### config.mk
export PLATFORM = sky130hd
export DESIGN_NAME = rcc_div_sel_ctrl
export DESIGN_NICKNAME = d
export VERILOG_FILES = /design/src/rtl/rcc_div_sel_ctrl.sv
export SDC_FILE = /design/constraint.sdc
export NUM_CORES = 1
export LEC_CHECK = 0
export BUFFER_PORTS_ARGS = -buffer_cell sky130_fd_sc_hd__buf_4
export CAP_MARGIN = 20
export CELL_PAD_IN_SITES_DETAIL_PLACEMENT = 1
export CELL_PAD_IN_SITES_GLOBAL_PLACEMENT = 1
export CORE_MARGIN = 4
export CORE_UTILIZATION = 40
export CTS_CLUSTER_DIAMETER = 120
export DETAILED_ROUTE_END_ITERATION = 10
export GPL_ROUTABILITY_DRIVEN = 0
export GPL_TIMING_DRIVEN = 0
export PLACE_DENSITY_LB_ADDON = 0.08
export SYNTH_ARGS = -nofsm -noshare
export SYNTH_HDL_FRONTEND = slang
export SYNTH_SLANG_ARGS = --single-unit
### constraint.sdc
create_clock -name i_clk -period 2.5 [get_ports i_clk]
set_input_delay 0.125 -clock i_clk [delete_from_list [all_inputs] [get_ports i_clk]]
set_output_delay 0.125 -clock i_clk [all_outputs]
set_load 0.01 [all_outputs]
### src/rtl/rcc_div_sel_ctrl.sv
// Round-robin sequencer for the rcc dynamic divider select: grants one requester,
// drives div_sel, waits for the ratio flop to settle and for div_en lock strobes, then acks.
module rcc_div_sel_ctrl #(
    parameter int NREQ        = 4,
    parameter int SETTLE_CYC  = 4,
    parameter int LOCK_PULSES = 2,
    parameter int TIMEOUT_CYC = 64
) (
    input  logic              i_clk,
    input  logic              rst,
    input  logic [NREQ-1:0]   req,
    input  logic [3*NREQ-1:0] req_sel,
    output logic [NREQ-1:0]   ack,
    output logic [2:0]        div_sel,
    input  logic              div_en,
    output logic              busy,
    output logic              timeout_err,
    input  logic              err_clr
);

    localparam int IW   = (NREQ > 1) ? $clog2(NREQ) : 1;
    localparam int CMAX = (TIMEOUT_CYC > SETTLE_CYC) ? TIMEOUT_CYC : SETTLE_CYC;
    localparam int CW   = $clog2(CMAX + 1);
    localparam int PW   = $clog2(LOCK_PULSES + 1);

    typedef enum logic [1:0] {S_IDLE, S_APPLY, S_LOCK, S_ACK} state_t;

    state_t          state_q, state_d;
    logic [IW-1:0]   rr_q, rr_d;
    logic [IW-1:0]   g_q, g_d;
    logic [2:0]      sel_q, sel_d;
    logic [CW-1:0]   cyc_q, cyc_d;
    logic [PW-1:0]   pls_q, pls_d;
    logic [NREQ-1:0] ack_q, ack_d;
    logic            busy_q;
    logic            terr_q, terr_d;

    logic            found;
    logic [IW-1:0]   win;
    logic [2:0]      win_sel;

    // Codes 001/010/011 are aliases of /1 and never reach the divider.
    function automatic logic [2:0] canon(input logic [2:0] c);
        return c[2] ? c : 3'b000;
    endfunction

    always_comb begin
        int idx;
        logic [IW-1:0] cand;
        found   = 1'b0;
        win     = '0;
        win_sel = 3'b000;
        idx     = 0;
        cand    = '0;
        for (int k = 0; k < NREQ; k++) begin
            idx  = (int'(rr_q) + k) % NREQ;
            cand = IW'(idx);
            if (!found && req[cand]) begin
                found = 1'b1;
                win   = cand;
            end
        end
        for (int j = 0; j < NREQ; j++) begin
            if (win == IW'(j)) win_sel = canon(req_sel[3*j +: 3]);
        end
    end

    always_comb begin
        state_d = state_q;
        rr_d    = rr_q;
        g_d     = g_q;
        sel_d   = sel_q;
        cyc_d   = cyc_q;
        pls_d   = pls_q;
        ack_d   = '0;
        terr_d  = err_clr ? 1'b0 : terr_q;
        case (state_q)
            S_IDLE: begin
                if (found) begin
                    g_d = win;
                    if (win_sel == sel_q) begin
                        state_d = S_ACK;
                    end else begin
                        sel_d   = win_sel;
                        cyc_d   = '0;
                        state_d = S_APPLY;
                    end
                end
            end
            S_APPLY: begin
                if (cyc_q == CW'(SETTLE_CYC - 1)) begin
                    cyc_d   = '0;
                    pls_d   = '0;
                    state_d = S_LOCK;
                end else begin
                    cyc_d = cyc_q + 1'b1;
                end
            end
            S_LOCK: begin
                // A lock completing on the last allowed cycle is not a timeout.
                if (div_en && pls_q == PW'(LOCK_PULSES - 1)) begin
                    state_d = S_ACK;
                end else if (cyc_q == CW'(TIMEOUT_CYC - 1)) begin
                    terr_d  = 1'b1;
                    state_d = S_ACK;
                end else begin
                    if (div_en) pls_d = pls_q + 1'b1;
                    cyc_d = cyc_q + 1'b1;
                end
            end
            S_ACK: begin
                rr_d    = (g_q == IW'(NREQ - 1)) ? '0 : g_q + 1'b1;
                state_d = S_IDLE;
            end
            default: state_d = S_IDLE;
        endcase
        if (state_d == S_ACK) begin
            for (int j = 0; j < NREQ; j++) ack_d[j] = (g_d == IW'(j));
        end
    end

    always_ff @(posedge i_clk) begin
        if (rst) begin
            state_q <= S_IDLE;
            rr_q    <= '0;
            g_q     <= '0;
            sel_q   <= 3'b000;
            cyc_q   <= '0;
            pls_q   <= '0;
            ack_q   <= '0;
            busy_q  <= 1'b0;
            terr_q  <= 1'b0;
        end else begin
            state_q <= state_d;
            rr_q    <= rr_d;
            g_q     <= g_d;
            sel_q   <= sel_d;
            cyc_q   <= cyc_d;
            pls_q   <= pls_d;
            ack_q   <= ack_d;
            busy_q  <= (state_d != S_IDLE);
            terr_q  <= terr_d;
        end
    end

    assign ack         = ack_q;
    assign div_sel     = sel_q;
    assign busy        = busy_q;
    assign timeout_err = terr_q;

endmodule
==> key figures, run 1 <==
Setup path
  – Crit path launch: rr_q[0]
  – CP max FO: 9
  – Critical path capture point type: flop
  – Reg-to-Reg Start: rr_q[0]
  – Required time of the worst setup path: 2.64 ns
  – Worst reg2reg setup slack: 0.12 ns
  – Crit path cell chain: nor2b_2 > o21ai_2 > o221ai_4 > or4_1 > nand4_2 > a31oi_4 > o21ai_2 > o32ai_1
  – WP data arrival: 2.53 ns
  – CP most frequent cell: o21ai_2
  – Sum of buffers and inverters on the critical path: 0
  – CP Launch Type: flop
  – Setup CP Type: flop to flop
  – Top delay family on crit path: compound AO/OA/AOI/OAI gates
  – Delay of the slowest critical-path stage: 0.56 ns
  – CP max stage cell: or4_1

CTS
  – CTS tree: built
  – Post-CTS Hold Fix Bufs: 0
  – Root Buffer: clkbuf_8
  – Clock Latency Late Sink: 0.27 ns
  – H-tree Lvls: 1
  – TritonCTS Buffers: 3
  – Clock Pin Slew Worst Setup and Hold Paths: 0.09 ns
  – Sink Count: 24
  – Clock buffer depth: 2

Run
  – Max-cap violation count: 0

Global route
  – Total GRT Usage: 0.184
  – Initial antenna violation count: 0
  – Grt ovf: 0
  – Vias in the first global route: 1659
  – Largest net degree at the start of global routing: 13
  – First-pass GRT wire length: 7640 um

Synth
  – Area leader, netlist: dfxtp_1
  – Post-synth EDFFs: 0
  – Unique masters post-synth: 50
  – Sequential cell area fraction in the yosys report: 0.302
  – Net Count, Synth: 225
  – Cell Area, Synth: 1590 um2
  – Seq cells post-synth: 24
  – FFs w/ async S/R, synth: 0
  – Dominant synthesized flop cell: dfxtp_1
  – Avg Inst Size Synth: 8.04 um2
  – Yosys warns: 0
  – Synth Instances: 198
  – Synth area leaders: dfxtp_1 30%, ha_1 5.5%, nor2_1 5.2%
  – Synth top area share: 0.302

Die
  – Die Height: 71.1 um
  – Die ar.: 5060 um2
  – Die Span X: 71.1 um
  – Row count: 22
  – Top Ports: 29
  – Starting Density: 0.425
  – CORE AREA: 3740 um2

Place
  – I/O Buffers: 28
  – Area of placed instances: 1860 um2
  – HPWL Detailed: 3670 um
  – Dpl cells: 274
  – Pre-CTS WS: -0.0623 ns

Timing
  – Final WS setup: 0.117 ns
  – Minimum clock period: 2.38 ns
  – Setup Skew: 0.00125 ns
  – Setup violators final: 0
  – Final Hold Violating Endpoints: 0
  – Final Slew Violations: 0
  – Worst slew pin tran: 0.600 ns
  – Slew margin rel.: 0.597
  – Tcrit/Tclk final: 0.953
  – Achievable frequency: 420 MHz

Hold path
  – Hold crit path type: input pin to flop
  – Hold Crit Start: rst

Final layout
  – Ant. Diodes: 0
  – Final cell count without fillers: 280
  – Final core occ: 0.533
  – Final #Nets: 261
  – Final instance area: 2000 um2
  – P&R area growth vs syn: 25.4%
  – Fill cells: 484
  – Share of cells above drive strength 1: 0.263

Route
  – Drt drc: 0
  – Vias: 1630
  – Vias per inst: 5.82
  – WL final: 4730 um
  – Pre-antenna DRT Iters: 4
  – DRT iter0 DRCs: 53
  – Drt wl/cell: 16.9 um
  – Antenna-violating nets left: 0

Pwr
  – LEAKAGE: 0.743 nW
  – P per Cell Area: 549 nW/um2
  – Peak VDD IR: 0.000272 V

Run status
  – Status: complete, no violations
routing by layer:
layer | vias to the layer above | part of all wire | track usage
li1 | 802 | - | -
met1 | 790 | 0.43 | 0.227
met2 | 31 | 0.51 | 0.322
met3 | 7 | 0.046 | 0.0341
met4 | 0 | 0.014 | 0.0605
met5 | - | 0 | 0
cell families (layout without fill, tap and decap cells):
logic type / Yosys count / after routing / share of synthesized area
buffers and inverters: 13 / 47 / 0.0314
adders and majority gates: 7 / 7 / 0.0550
and+or+nand+nor: 88 / 88 / 0.300
DFF: 24 / 24 / 0.302
muxes: 4 / 4 / 0.0251
AOI/OAI and AO/OA: 62 / 62 / 0.287
synth_stat cells, drive strengths merged, types with 5 or more instances:
cell and instances:
dfxtp 24, nor2 22, o21ai 17, a21oi 15
nand2 15, nor3 12, inv 9, nand3 9
nor2b 9, ha 7, nand2b 5
layout by cell type (no fill, tap or decap), drive strengths merged, types with 2 or more instances in the layout:
cell type,Yosys,routed
nor3,12,12
nand2,15,15
nor3b,2,2
mux2i,4,4
a21oi,15,15
inv,9,9
o32ai,4,4
nor2,22,22
a31oi,2,2
nand2b,5,5
o22ai,2,2
nor2b,9,9
o21a,2,2
clkbuf,3,6
a41oi,2,2
or4,4,4
o211ai,3,3
or3,2,2
buf,1,32
ha,7,7
o21ai,17,17
dfxtp,24,24
nand4,4,4
a211o,3,3
nand3,9,9
power breakdown:
group          switching (mW)  internal [mW]
logic                   0.255          0.177
clock network           0.129          0.108
registers              0.0206          0.406
state kept, by name, summed over array words and instances (netlist names):
name and flops:
ack 4, busy 1, cyc_q 7, div_sel 3, g_q 2, pls_q 2, rr_q 2, state_q 2
timeout_err 1
path summary, 6_finish.rpt:
check | to | cells past startpoint
worst max-delay path | cyc_q[0] | 8
worst min-delay path | state_q[0] | 2
worst max register to register | cyc_q[0] | 8
worst min register to register | cyc_q[6] | 2
timing repair:
item | in CTS | in global routing
pin swaps | 0 | 2
endpoints found under the setup margin | 3 | 11
setup buffers | 0 | 3
resized for setup | 4 | 11
through the flow:
step	setup TNS, ns	hold slack [ns]	total power, mW
floorplan	0	0.213	0.702
global placement	0	0.344	0.803
detailed placement	-0.0681	0.343	0.827
CTS	0	0.0566	1.07
global route	-0.00306	0.0594	1.17
finish	0	0.0571	1.10
layout make-up:
| cell class | instances | area [um2] | share of cell area |
|---|---|---|---|
| Clock buffer | 3 | 41.3 | 0.0207 |
| Inverter | 9 | 33.8 | 0.0169 |
| Buffer | 4 | 16.3 | 0.00815 |
| Sequential cell | 24 | 484 | 0.242 |
| Timing Repair Buffer | 31 | 233 | 0.117 |
| Multi-Input combinational cell | 161 | 1130 | 0.565 |
| Tap cell | 48 | 60.1 | 0.0301 |
No activity file was read; power rests on OpenSTA's default activity.
==> run 2: changes to the inputs <==
--- a/config.mk
+++ b/config.mk
@@ -14,7 +14,6 @@
 export CTS_CLUSTER_DIAMETER = 120
 export DETAILED_ROUTE_END_ITERATION = 10
 export GPL_ROUTABILITY_DRIVEN = 0
-export GPL_TIMING_DRIVEN = 0
 export PLACE_DENSITY_LB_ADDON = 0.08
 export SYNTH_ARGS = -nofsm -noshare
 export SYNTH_HDL_FRONTEND = slang
==> run 2 against run 1 <==
  * Setup slack gained 0.028 ns
  * Clock skew is 0.0017 ns higher
  * Via count down 3.9%
  * Cell count down 1.8%
  * Design area decreased by 2.3%
  * Critical path type unchanged
  * Count of clock-buffer cells in the layout rose by 1
  * Die area is the same
  * Flip-flop and latch count did not move
==> key figures, run 2 (same netlist as run 1, synthesis figures left out) <==
Global route
  – Largest net degree at the start of global routing: 22 (+9)
  – Most used routing layer in global routing: met2
  – First-pass GRT wire length: 7750 um (+1.4%)
  – Initial antenna violation count: 0 (unchanged)
  – Total GRT Usage: 0.189 (+0.00499)
  – Vias in the first global route: 1651 (-0.48%)
  – Met3 Use GR: 0.0398 (+0.00568)
  – Grt met1 use: 0.245 (+0.0187)
  – Grt ovf: 0 (unchanged)
  – Met2 Usage GRT: 0.321 (-0.00103)

Timing
  – Setup violators final: 0 (unchanged)
  – Setup Skew: 0.00293 ns (+0.00168 ns)
  – Final Hold Violating Endpoints: 0 (unchanged)
  – Fin Hold WS: 0.114 ns (+0.0568 ns)
  – Minimum clock period: 2.35 ns (-0.0279 ns)
  – Final Slew Violations: 0 (unchanged)
  – Tcrit/Tclk final: 0.942 (-0.0111)
  – Achievable frequency: 425 MHz (+1.2%)
  – Slew margin rel.: 0.606 (+0.00865)
  – Worst slew pin tran: 0.587 ns (-0.0129 ns)

Route
  – Pre-antenna DRT Iters: 4 (unchanged)
  – Drt wl/cell: 16.0 um (-5.1%)
  – Vias: 1567 (-3.9%)
  – WL final: 4410 um (-6.8%)
  – Drt drc: 0 (unchanged)
  – DRT iter0 DRCs: 74 (+40%)
  – Vias per inst: 5.70 (-2.1%)
  – Antenna-violating nets left: 0 (unchanged)

Setup path
  – Reg2reg path depth: 8 (unchanged)
  – Delay of the slowest critical-path stage: 0.52 ns (-0.04 ns)
  – WP data arrival: 2.55 ns (+0.02 ns)
  – CP max FO: 7 (-2)
  – Worst reg2reg setup slack: 0.15 ns (+0.03 ns)
  – Sum of buffers and inverters on the critical path: 0 (unchanged)
  – Crit path cell chain: nand2_2 > a211oi_4 > nor3_1 > or4_1 > nand4_2 > and3_4 > a41oi_4 > a31oi_1
  – Top delay family on crit path: simple AND/OR/NAND/NOR gates
  – Critical path capture point type: flop
  – Reg-to-Reg Start: rr_q[1]
  – Reg-to-reg endpoint: busy
  – CP max stage cell: or4_1
  – CP Launch Type: flop
  – Setup CP Type: flop to flop
  – Required time of the worst setup path: 2.70 ns (+0.06 ns)

CTS
  – Sink Count: 24 (unchanged)
  – CTS tree: built
  – Clock buffer depth: 2 (unchanged)
  – H-tree Lvls: 1 (unchanged)
  – TritonCTS Buffers: 3 (unchanged)
  – Clock Pin Slew Worst Setup and Hold Paths: 0.09 ns (about the same)
  – Buffers inserted by post-CTS timing repair: 0 (unchanged)
  – Root Buffer: clkbuf_8
  – Post-CTS Hold Fix Bufs: 0 (unchanged)
  – Clock Latency Late Sink: 0.27 ns (about the same)
  – Resized Gates After CTS: 0 (-4)

Final layout
  – Fill cells: 467 (-3.5%)
  – Final core occ: 0.521 (-0.0120)
  – Ant. Diodes: 0 (unchanged)
  – Area of the multi-input gates: 1100 um2 (-2.2%)
  – Max reg flops: 7 (unchanged)
  – Share of cells above drive strength 1: 0.242 (-0.0206)
  – Commonest cells after routing, fill and taps aside: 29 x buf_4, 23 x dfxtp_1, 22 x nor2_1
  – Final cell count without fillers: 275 (-1.8%)
  – Reg area: 482 um2 (-0.52%)
  – Largest Register: cyc_q
  – Commonest non-fill, non-tap cell in the layout: buf_4
  – P&R area growth vs syn: 22.5%
  – Final #Nets: 255 (-2.3%)

Pwr
  – Design Power: 1.11 mW (+1.3%)
  – P per Cell Area: 569 nW/um2 (+3.7%)
  – Sw frac: 0.356 (-0.0134)
  – Sequential Power Share: 0.386 (-0.003)
  – LEAKAGE: 0.725 nW (-2.5%)
  – Pint: 0.715 mW (+3.5%)
  – Psw: 0.395 mW (-2.3%)
  – Comb power frac: 0.366 (-0.028)
  – Clk pwr share: 0.248 (+0.031)
  – Peak VDD IR: 0.000291 V (+6.9%)

Die
  – Die Span X: 71.1 um (unchanged)
  – Die Height: 71.1 um (unchanged)
  – Row count: 22 (unchanged)
  – Top Ports: 29 (unchanged)
  – CORE AREA: 3740 um2 (unchanged)
  – Starting Density: 0.425 (unchanged)
  – Die ar.: 5060 um2 (unchanged)

Place
  – I/O Buffers: 28 (unchanged)
  – Dpl cells: 271 (-1.1%)
  – HPWL Detailed: 3470 um (-5.4%)

Hold path
  – Hold crit path type: input pin to flop
  – Hold path cells: 3 (+1)
  – Hold Crit Start: err_clr
  – Hold Path Sink: timeout_err

Run status
  – Status: complete, no violations

Run
  – Max-cap violation count: 0 (unchanged)
## run 2: worst max-delay path by stage
stage                       start       end  slack, ns  depth (start not counted)
after global routing      rr_q[1]      busy      -0.01                          8
after floorplan           rr_q[1]  cyc_q[5]       0.33                          8
after global placement    rr_q[1]  cyc_q[6]       0.23                          8
after detailed placement  rr_q[1]  cyc_q[6]       0.09                          8
after CTS                 rr_q[1]  cyc_q[6]       0.07                          8
final                     rr_q[1]      busy       0.15                          8
## run 2: power groups by stage
stage / Combinational [mW] / Clock [mW] / Sequential [mW]
after global placement: 0.370 / 0 / 0.434
final: 0.406 / 0.275 / 0.428
after detailed placement: 0.386 / 0 / 0.436
after floorplan: 0.265 / 0 / 0.437
after global routing: 0.454 / 0.305 / 0.432
after CTS: 0.390 / 0.282 / 0.428
## run 2: area by class of cell
type / instances / area share
Tap cell: 48 / 0.0308
Multi-Input combinational cell: 161 / 0.565
Sequential cell: 24 / 0.247
Timing Repair Buffer: 29 / 0.112
Clock buffer: 4 / 0.0282
Inverter: 9 / 0.0173
## run 2: stage by stage
step / instance area, um2 / setup TNS [ns] / setup WS (ns)
global placement: 1850 / 0 / 0.226
floorplan: 1590 / 0 / 0.328
detailed placement: 1850 / 0 / 0.0892
finish: 1950 / 0 / 0.145
CTS: 1910 / 0 / 0.0685
global route: 1950 / -0.0132 / -0.0132
## run 2: worst min-delay path, delay by kind of cell
family / cells / cell delay (ns)
AND/OR/NAND/NOR: 1 / 0.04
buffers and inverters: 1 / 0.08
AO/OA/AOI/OAI: 1 / 0.11
## run 2: per-layer routing
layer,vias to the layer above,wire [um]
li1,792,-
met1,751,2000
met2,20,2230
met3,4,151
met4,0,40
met5,-,0
==> run 3: changes to the inputs <==
--- a/config.mk
+++ b/config.mk
@@ -9,8 +9,9 @@
 export CAP_MARGIN = 20
 export CELL_PAD_IN_SITES_DETAIL_PLACEMENT = 1
 export CELL_PAD_IN_SITES_GLOBAL_PLACEMENT = 1
+export CORE_ASPECT_RATIO = 1.2
 export CORE_MARGIN = 4
-export CORE_UTILIZATION = 40
+export CORE_UTILIZATION = 44
 export CTS_CLUSTER_DIAMETER = 120
 export DETAILED_ROUTE_END_ITERATION = 10
 export GPL_ROUTABILITY_DRIVEN = 0
==> constraint.sdc (replaced) <==
create_clock -name i_clk -period 2.85 [get_ports i_clk]
set_input_delay 0.1425 -clock i_clk [delete_from_list [all_inputs] [get_ports i_clk]]
set_output_delay 0.1425 -clock i_clk [all_outputs]
set_load 0.01 [all_outputs]
==> run 3 against run 2 <==
  * Count of clock-buffer cells in the layout shrank 1
  * Critical path type unchanged
  * Clock skew grew 0.0036 ns
  * Highest routed layer unchanged
  * Sequential power shrank 12%
  * Non-clock buffer count shrank 1
  * Register-to-register slack gained 0.23 ns
  * Cell count shrank 4.4%
  * Flip-flop and latch count is the same
  * Design area shrank 2.4%
  * Routed wire length grew 1.2%
  * Critical path depth is the same
==> key figures, run 3 (same netlist as run 1, synthesis figures left out) <==
Final layout
  – P&R area growth vs syn: 19.6%
  – Final #Nets: 254 (-0.39%)
  – Commonest cells after routing, fill and taps aside: 28 x buf_4, 24 x dfxtp_1, 22 x nor2_1
  – Share of cells above drive strength 1: 0.217 (-0.0255)
  – Max reg flops: 7 (unchanged)
  – Final instance area: 1900 um2 (-2.4%)
  – Fill cells: 440 (-5.8%)
  – Reg area: 480 um2 (-0.26%)
  – Final core occ: 0.556 (+0.0347)
  – Largest Register: cyc_q
  – Ant. Diodes: 0 (unchanged)
  – Commonest non-fill, non-tap cell in the layout: buf_4
  – Area of the multi-input gates: 1060 um2 (-3.7%)

Timing
  – RSZ-0062 raised after global routing: no
  – Setup violators final: 0 (unchanged)
  – Fin Hold WS: 0.130 ns (+0.0160 ns)
  – Final Slew Violations: 0 (unchanged)
  – Tcrit/Tclk final: 0.869 (-0.0728)
  – Worst slew pin tran: 0.564 ns (-0.0230 ns)
  – Setup Skew: 0.00656 ns (+0.00364 ns)
  – Slew margin rel.: 0.621 (+0.0154)
  – Final Hold Violating Endpoints: 0 (unchanged)
  – Minimum clock period: 2.48 ns (+0.122 ns)
  – Final TNS setup: 0 ns (unchanged)
  – Achievable frequency: 404 MHz (-4.9%)

Hold path
  – Hold crit path type: input pin to flop

CTS
  – Clock buffer depth: 2 (unchanged)
  – Clock Pin Slew Worst Setup and Hold Paths: 0.09 ns (about the same)
  – Root Buffer: clkbuf_8
  – Post-CTS Hold Fix Bufs: 0 (unchanged)
  – CTS tree: built
  – Resized Gates After CTS: 0 (unchanged)
  – Clock Latency Late Sink: 0.27 ns (about the same)
  – H-tree Lvls: 1 (unchanged)
  – TritonCTS Buffers: 3 (unchanged)
  – Sink Count: 24 (unchanged)
  – Buffers inserted by post-CTS timing repair: 0 (unchanged)

Pwr
  – Peak VDD IR: 0.000247 V (-15%)
  – LEAKAGE: 0.715 nW (-1.4%)
  – P per Cell Area: 532 nW/um2 (-6.5%)
  – Design Power: 1.01 mW (-8.7%)

Die
  – Die Span X: 62.9 um (-11%)
  – Row count: 23 (+4.5%)
  – Starting Density: 0.465 (+0.0396)
  – Die Height: 73.9 um (+4.0%)
  – CORE AREA: 3420 um2 (-8.5%)
  – Top Ports: 29 (unchanged)
  – Die ar.: 4650 um2 (-8.0%)

Global route
  – Grt met1 use: 0.238 (-0.00712)
  – Largest net degree at the start of global routing: 22 (unchanged)
  – Initial antenna violation count: 0 (unchanged)
  – Total GRT Usage: 0.214 (+0.0246)
  – Most used routing layer in global routing: met2
  – Met3 Use GR: 0.0367 (-0.00308)
  – Met2 Usage GRT: 0.413 (+0.0913)
  – Vias in the first global route: 1803 (+9.2%)
  – First-pass GRT wire length: 8090 um (+4.5%)
  – Grt ovf: 0 (unchanged)

Setup path
  – CP max FO: 7 (unchanged)
  – Critical path capture point type: flop
  – Required time of the worst setup path: 3.03 ns (+0.33 ns)
  – Worst reg2reg setup slack: 0.37 ns (+0.23 ns)
  – CP Launch Type: flop
  – WP data arrival: 2.66 ns (+0.11 ns)
  – Setup CP Type: flop to flop

Route
  – Pre-antenna DRT Iters: 4 (unchanged)
  – Drt drc: 0 (unchanged)
  – WL final: 4460 um (+1.2%)
  – Drt wl/cell: 17.0 um (+5.8%)
  – DRT iter0 DRCs: 64 (-14%)
  – Vias: 1597 (+1.9%)
  – Vias per inst: 6.07 (+6.6%)
  – Antenna-violating nets left: 0 (unchanged)

Run status
  – Status: complete, no violations

Place
  – Area of placed instances: 1830 um2 (-1.1%)
  – HPWL Detailed: 3500 um (+0.87%)
  – I/O Buffers: 28 (unchanged)

Run
  – Max-cap violation count: 0 (unchanged)
[run 3: per-stage QoR]
| step | std cells | setup slack [ns] |
|---|---|---|
| after CTS | 263 | 0.389 |
| after detailed placement | 259 | 0.422 |
| after floorplan | 198 | 0.678 |
| after global placement | 259 | 0.545 |
| final | 263 | 0.373 |
| after global routing | 263 | 0.132 |
[run 3: path summary, 6_finish.rpt]
check                start  cells past startpoint          end
hold reg to reg   cyc_q[1]                      2     cyc_q[1]
setup reg to reg   rr_q[1]                      8     cyc_q[4]
setup / recovery   rr_q[1]                      8     cyc_q[4]
hold / removal     err_clr                      3  timeout_err
[run 3: area by class of cell]
type / count / area share
multi-input combinational: 161 / 0.558
timing repair buffer: 28 / 0.110
inverter: 9 / 0.0177
clock buffer: 3 / 0.0217
tap: 37 / 0.0243
sequential: 24 / 0.252
clock inverter: 1 / 0.0158
[run 3: per-layer routing]
metal | vias up | share of wire | wire [um]
met2 | 35 | 0.52 | 2320
met5 | - | 0 | 0
met4 | 0 | 0.017 | 75
met3 | 9 | 0.039 | 173
li1 | 792 | - | -
met1 | 761 | 0.43 | 1900
[run 3: where the power goes]
group	internal [mW]	total (mW)	switching [mW]
combinational	0.137	0.337	0.200
clock	0.188	0.302	0.114
sequential	0.357	0.375	0.0179
[run 3: critical path, cell delays in order (launching register included)]
cell and delay, ns:
dfxtp_1 0.47, nand2_2 0.12, a211o_2 0.40, a21oi_1 0.28
or3_1 0.15, nand3_1 0.14, a31oi_2 0.38, o21ai_2 0.16
o32ai_1 0.28
